**src/rtl/grid_pkg.sv**
```systemverilog
// Shared types and default dimensions for the grid diff scanner.
package grid_pkg;

  localparam int DEF_GRID_W = 16;
  localparam int DEF_GRID_H = 12;
  localparam int DEF_CODE_W = 3;

  typedef enum logic [2:0] {
    EMPTY  = 3'd0,
    HEAD   = 3'd1,
    BODY   = 3'd2,
    APPLE  = 3'd3,
    BORDER = 3'd4
  } obj_code_t;

  typedef enum logic [1:0] {
    IDLE,
    SCAN,
    WAIT_CMD,
    DONE
  } scan_state_t;

endpackage

```
**src/rtl/grid_shadow_mem.sv**
```systemverilog
// Shadow copy of the drawn grid: comb read, 1-cycle write, sync clear.
module grid_shadow_mem
  import grid_pkg::*;
#(
  parameter int GRID_W = DEF_GRID_W,
  parameter int GRID_H = DEF_GRID_H,
  parameter int CODE_W = DEF_CODE_W,
  parameter int AW     = $clog2(GRID_W*GRID_H)
) (
  input  logic              clk,
  input  logic              rst,
  input  logic              clr_i,
  input  logic              we_i,
  input  logic [AW-1:0]     addr_i,
  input  logic [CODE_W-1:0] wdata_i,
  output logic [CODE_W-1:0] rdata_o
);

  localparam int DEPTH = GRID_W * GRID_H;

  logic [CODE_W-1:0] mem_q [DEPTH];

  always_ff @(posedge clk) begin
    if (rst || clr_i) begin
      for (int i = 0; i < DEPTH; i++) begin
        mem_q[i] <= '0;
      end
    end else if (we_i) begin
      mem_q[addr_i] <= wdata_i;
    end
  end

  assign rdata_o = mem_q[addr_i];

endmodule

```
**src/rtl/grid_diff_scanner.sv**
```systemverilog
// Frame scanner: emits changed cells (or all cells on init passes).
module grid_diff_scanner
  import grid_pkg::*;
#(
  parameter int GRID_W = DEF_GRID_W,
  parameter int GRID_H = DEF_GRID_H,
  parameter int CODE_W = DEF_CODE_W,
  parameter int XW     = $clog2(GRID_W),
  parameter int YW     = $clog2(GRID_H),
  parameter int CW     = $clog2(GRID_W*GRID_H+1)
) (
  input  logic              clk,
  input  logic              rst,
  input  logic              frame_start,
  input  logic              clear_req,
  input  logic [CODE_W-1:0] obj_in,
  output logic [XW-1:0]     x,
  output logic [YW-1:0]     y,
  output logic              upd_valid,
  output logic [CODE_W-1:0] obj_code,
  input  logic              cmd_done,
  output logic              init_cycle,
  output logic              busy,
  output logic              frame_done,
  output logic [CW-1:0]     upd_count
);

  localparam int AW = $clog2(GRID_W*GRID_H);

  scan_state_t       state_q, state_d;
  logic [XW-1:0]     x_q, x_d, x_nxt;
  logic [YW-1:0]     y_q, y_d, y_nxt;
  logic [CODE_W-1:0] code_q, code_d;
  logic [CW-1:0]     tally_q, tally_d;
  logic [CW-1:0]     cnt_q, cnt_d;
  logic              init_q, init_d;
  logic              rsp_q, rsp_d;
  logic              mem_we;
  logic [AW-1:0]     addr;
  logic [CODE_W-1:0] shadow;
  logic              x_end, last, diff;

  assign addr  = AW'(y_q) * AW'(GRID_W) + AW'(x_q);
  assign x_end = (x_q == XW'(GRID_W-1));
  assign last  = x_end && (y_q == YW'(GRID_H-1));
  assign diff  = (obj_in != shadow) || init_q;

  grid_shadow_mem #(
    .GRID_W (GRID_W),
    .GRID_H (GRID_H),
    .CODE_W (CODE_W),
    .AW     (AW)
  ) u_shadow (
    .clk     (clk),
    .rst     (rst),
    .clr_i   (clear_req),
    .we_i    (mem_we),
    .addr_i  (addr),
    .wdata_i (obj_in),
    .rdata_o (shadow)
  );

  always_comb begin
    x_nxt = x_q + XW'(1);
    y_nxt = y_q;
    unique case (1'b1)
      last:           begin x_nxt = '0; y_nxt = '0; end
      x_end && !last: begin x_nxt = '0; y_nxt = y_q + YW'(1); end
      default: ;
    endcase
  end

  always_comb begin
    state_d = state_q;
    x_d     = x_q;
    y_d     = y_q;
    code_d  = code_q;
    tally_d = tally_q;
    cnt_d   = cnt_q;
    init_d  = init_q | clear_req;
    rsp_d   = rsp_q;
    mem_we  = 1'b0;
    unique case (state_q)
      IDLE: begin
        tally_d = '0;
        x_d     = '0;
        y_d     = '0;
        if (frame_start) state_d = SCAN;
      end
      SCAN: begin
        if (clear_req) begin
          x_d     = '0;
          y_d     = '0;
          tally_d = '0;
        end else if (diff) begin
          code_d  = obj_in;
          mem_we  = 1'b1;
          state_d = WAIT_CMD;
        end else begin
          x_d = x_nxt;
          y_d = y_nxt;
          if (last) state_d = DONE;
        end
      end
      WAIT_CMD: begin
        if (clear_req) rsp_d = 1'b1;
        if (cmd_done) begin
          // a clear seen during the wait restarts the pass once drawn
          if (rsp_q || clear_req) begin
            x_d     = '0;
            y_d     = '0;
            tally_d = '0;
            rsp_d   = 1'b0;
            state_d = SCAN;
          end else begin
            tally_d = tally_q + CW'(1);
            x_d     = x_nxt;
            y_d     = y_nxt;
            state_d = last ? DONE : SCAN;
          end
        end
      end
      DONE: begin
        cnt_d   = tally_q;
        init_d  = clear_req;
        state_d = IDLE;
      end
      default: state_d = IDLE;
    endcase
  end

  always_ff @(posedge clk) begin
    if (rst) begin
      state_q <= IDLE;
      x_q     <= '0;
      y_q     <= '0;
      code_q  <= '0;
      tally_q <= '0;
      cnt_q   <= '0;
      init_q  <= 1'b1;
      rsp_q   <= 1'b0;
    end else begin
      state_q <= state_d;
      x_q     <= x_d;
      y_q     <= y_d;
      code_q  <= code_d;
      tally_q <= tally_d;
      cnt_q   <= cnt_d;
      init_q  <= init_d;
      rsp_q   <= rsp_d;
    end
  end

  assign x          = x_q;
  assign y          = y_q;
  assign obj_code   = code_q;
  assign upd_valid  = (state_q == WAIT_CMD);
  assign busy       = (state_q != IDLE);
  assign frame_done = (state_q == DONE);
  assign init_cycle = init_q;
  assign upd_count  = cnt_q;

endmodule

```
**config.mk**
```make
export PLATFORM = sky130hd
export DESIGN_NAME = grid_diff_scanner
export DESIGN_NICKNAME = d
export VERILOG_FILES = /design/src/rtl/grid_pkg.sv /design/src/rtl/grid_shadow_mem.sv /design/src/rtl/grid_diff_scanner.sv
export SDC_FILE = /design/constraint.sdc
export NUM_CORES = 1
export LEC_CHECK = 0
export CORE_MARGIN = 4
export CORE_UTILIZATION = 40
export CTS_CLUSTER_DIAMETER = 40
export DETAILED_ROUTE_END_ITERATION = 16
export GPL_ROUTABILITY_DRIVEN = 0
export PLACE_DENSITY_LB_ADDON = 0.2
export SLEW_MARGIN = 15
export SYNTH_ARGS = -nofsm -noshare
export SYNTH_HDL_FRONTEND = slang
export SYNTH_SLANG_ARGS = --single-unit
```
**constraint.sdc**
```tcl
create_clock -name clk -period 10.9 [get_ports clk]
set_input_delay 2.18 -clock clk [delete_from_list [all_inputs] [get_ports clk]]
set_output_delay 2.18 -clock clk [all_outputs]
set_load 0.1 [all_outputs]
```
==> impl_metrics.py <==
metrics = {
    "logic_synthesis": {
        "synth-seq-cells": 799,
        "synth_edf_count": 768,
        "synth_area_per_cell_um2": 13.9,
        "netlist_area_um2": 39900,
        "synth_top_family_by_area": "simple AND/OR/NAND/NOR gates",
        "synth_compound_area_frac": 0.0728,
        "synthMuxAreaShare": 0.120,
        "ys_warn_count": 0,
        "synth_fp_nets": 2888,
        "synth_xor_area_frac": 0.00198,
        "synth-seq-area-share": 0.594,
        "async_flop_share": 0,
        "synth_top_area_cell": "edfxtp_1",
        "synth_top_area_share": 0.578,
        "synth_cell_types": 61,
        "synthAdderAreaFrac": 0.00439,
        "yosys-top-cells-area": "edfxtp_1 58%, nor4_1 7.6%, mux4_2 5.4%",
        "syn_inst": 2866,
        "yosys.area_share.simple": 0.152,
        "synth_ff_type": "edfxtp_1",
    },
    "floorplan": {
        "initial_core_util": 0.404,
        "dieArea_um2": 105000,
        "fp.coreArea_um2": 98700,
        "die_h_um": 324,
        "placementRows": 115,
        "ios": 31,
        "fp.dieW_um": 324,
    },
    "worst_setup_path": {
        "crit_type": "reg2reg",
        "worstPathMaxFanout": 217,
        "rr_startpoint": "x[2]",
        "setup.worst_path.start_class": "register",
        "crit_path_end_kind": "register",
        "crit_path_start": "x[2]",
        "worstPathRequired_ps": 11250,
        "cp.arrival_ps": 7370,
    },
    "pwr": {
        "p_leak_nw": 13.0,
        "p_per_area_nw_per_um2": 193,
        "ir_drop_mv": 0.162,
    },
    "clocking": {
        "cts_tree": "done",
        "postCtsSetupRepairBufs": 0,
        "clkTransAtPathRegs_ps": 50,
        "cts.sinks": 799,
        "h-tree-depth": 4,
        "cts_inserted_buffers": 133,
        "cts_root_buf": "clkbuf_16",
        "hold_buffers": 0,
        "clk_path_buf_depth": 3,
        "clk_latency_ps": 730,
        "cts.repair.resized": 0,
    },
    "final_layout": {
        "seq_area_um2": 23700,
        "fillCellCount": 8640,
        "multi_input_area_um2": 14100,
        "syn_to_final_growth_pct": 12.5,
        "layout.nets": 2689,
        "final_area_um2": 44900,
        "drive_gt1_frac": 0.229,
    },
    "timing": {
        "finalSetupTns_ps": 0,
        "finalMaxSlewViolations": 0,
        "setup_violations": 0,
        "rsz0062_at_grt": "no",
        "skew_ps": 33.4,
        "period_minus_slack_ps": 7020,
        "worst_slew_pin_slew_ps": 1270,
        "finalCritPeriodShare": 0.644,
        "timing.fmax_mhz": 142,
        "hold_violations": 0,
        "timing.slew.headroom": 0.151,
    },
    "grt": {
        "grt_pass1_vias": 26900,
        "grt_max_degree": 225,
        "grtUsageTotal": 0.228,
        "grt_pass1_wl_um": 179000,
        "antenna_found_initial": 0,
        "gr-total-overflow": 0,
    },
    "detailed_routing": {
        "vias": 26800,
        "drt_first_iter_violations": 2996,
        "ant_nets": 0,
        "drt_first_pass_iters": 5,
        "drc": 0,
        "wl_per_cell_um": 29.9,
        "routed_wl_um": 121000,
        "vias_per_cell": 6.60,
    },
    "placed_design": {
        "numPortBuffers": 30,
        "detailed_place_hpwl_um": 68900,
        "placed_cell_area_um2": 40200,
    },
    "hold_path": {
        "worstHoldStart": "obj_code[2]",
        "min_path_type": "reg2reg",
    },
    "run": {
        "max_cap_violations": 0,
    },
    "status": {
        "status": "finished clean",
    },
}
-- cell usage after synthesis, drive strengths merged (4+ instances only) --
library cell,number
nand2,63
edfxtp,768
a222oi,20
o41ai,4
clkbuf,269
mux4,96
nand2b,5
and3,4
buf,153
ha,14
nor3,4
nor4,647
and3b,4
o21ai,60
nand4,5
nand3,39
mux2,80
xor2,6
a21oi,32
mux2i,171
o22ai,12
o2111ai,4
o311ai,20
o22a,20
nor2,62
inv,13
o211ai,23
nor2b,15
o31ai,192
dfxtp,31
-- cell usage in the layout, fill, tap and decap left out, types with 26 or more instances in the layout --
master	Yosys	layout
nor4_2	161	161
nand3_1	39	38
a21oi_1	32	32
nor4_1	486	486
nor2_1	62	59
mux2i_1	171	171
o31ai_1	192	192
buf_4	18	53
nand2_1	62	57
clkdlybuf4s50_1	0	26
edfxtp_1	768	768
mux2_2	72	72
clkbuf_16	0	139
o21ai_0	58	58
dfxtp_1	31	26
mux4_2	96	96
-- path summary, 6_finish.rpt --
check | to | slack [ps] | cells after the start
setup / recovery | u_shadow.mem_q[225][0] | 3880 | 13
hold / removal | obj_code[2] | 490 | 2
setup reg to reg | u_shadow.mem_q[225][0] | 3880 | 13
hold reg to reg | obj_code[2] | 490 | 2
-- where the power goes --
group	total (mW)	switching (mW)	internal (mW)
registers	3.53	0.0553	3.48
logic	0.822	0.620	0.202
clock network	4.29	1.53	2.76
total	8.65	2.20	6.44
-- critical path, cell delays in order, from the launching register on --
cell and delay (ps):
dfxtp_4 610, buf_4 490, buf_4 620, and3b_1 490, a222oi_1 550, o211ai_1 230, o311ai_1 210, o2111ai_1 340
o21ai_1 260, a221oi_2 80, o211ai_4 410, nand2_8 530, buf_12 500, nor4_1 800
-- state kept, by name, indices dropped and copies added, names as in the netlist --
register	flops
tally_q	8
rsp_q	1
obj_code	3
x	4
state_q	2
u_shadow.mem_q	768
upd_count	8
init_cycle	1
y	4
-- per-layer routing --
layer,track usage,share of wire
met5,0,0
met4,0.103,0.043
met3,0.0406,0.073
met1,0.300,0.41
met2,0.373,0.48
-- cells by family after synthesis --
family                   count (synthesis)
AO/OA/AOI/OAI                          401
XOR/XNOR                                 9
adder cells (fa/ha/maj)                 14
buffers and inverters                  435
flip-flops                             799
multiplexers                           347
AND/OR/NAND/NOR                        861
-- area by class of cell --
type / count / share of cell area
Sequential cell: 799 / 0.528
Clock buffer: 149 / 0.0784
Clock inverter: 95 / 0.0242
Inverter: 13 / 0.00109
Timing Repair Buffer: 88 / 0.0178
Tap cell: 1287 / 0.0359
Multi-Input combinational cell: 1632 / 0.314
Antenna cell: 2 / 0.000112
-- stage by stage --
stage,util,hold WS (ps),total power [mW],setup slack [ps],instances
after global routing,0.454,536,8.90,3590,4063
after global placement,0.408,478,4.38,4280,3818
final,0.455,487,8.65,3880,4065
after floorplan,-,479,4.26,6260,2866
after detailed placement,0.408,485,4.40,4170,3818
after CTS,0.454,495,8.69,4160,4062
No activity file was read; power rests on OpenSTA's default activity.
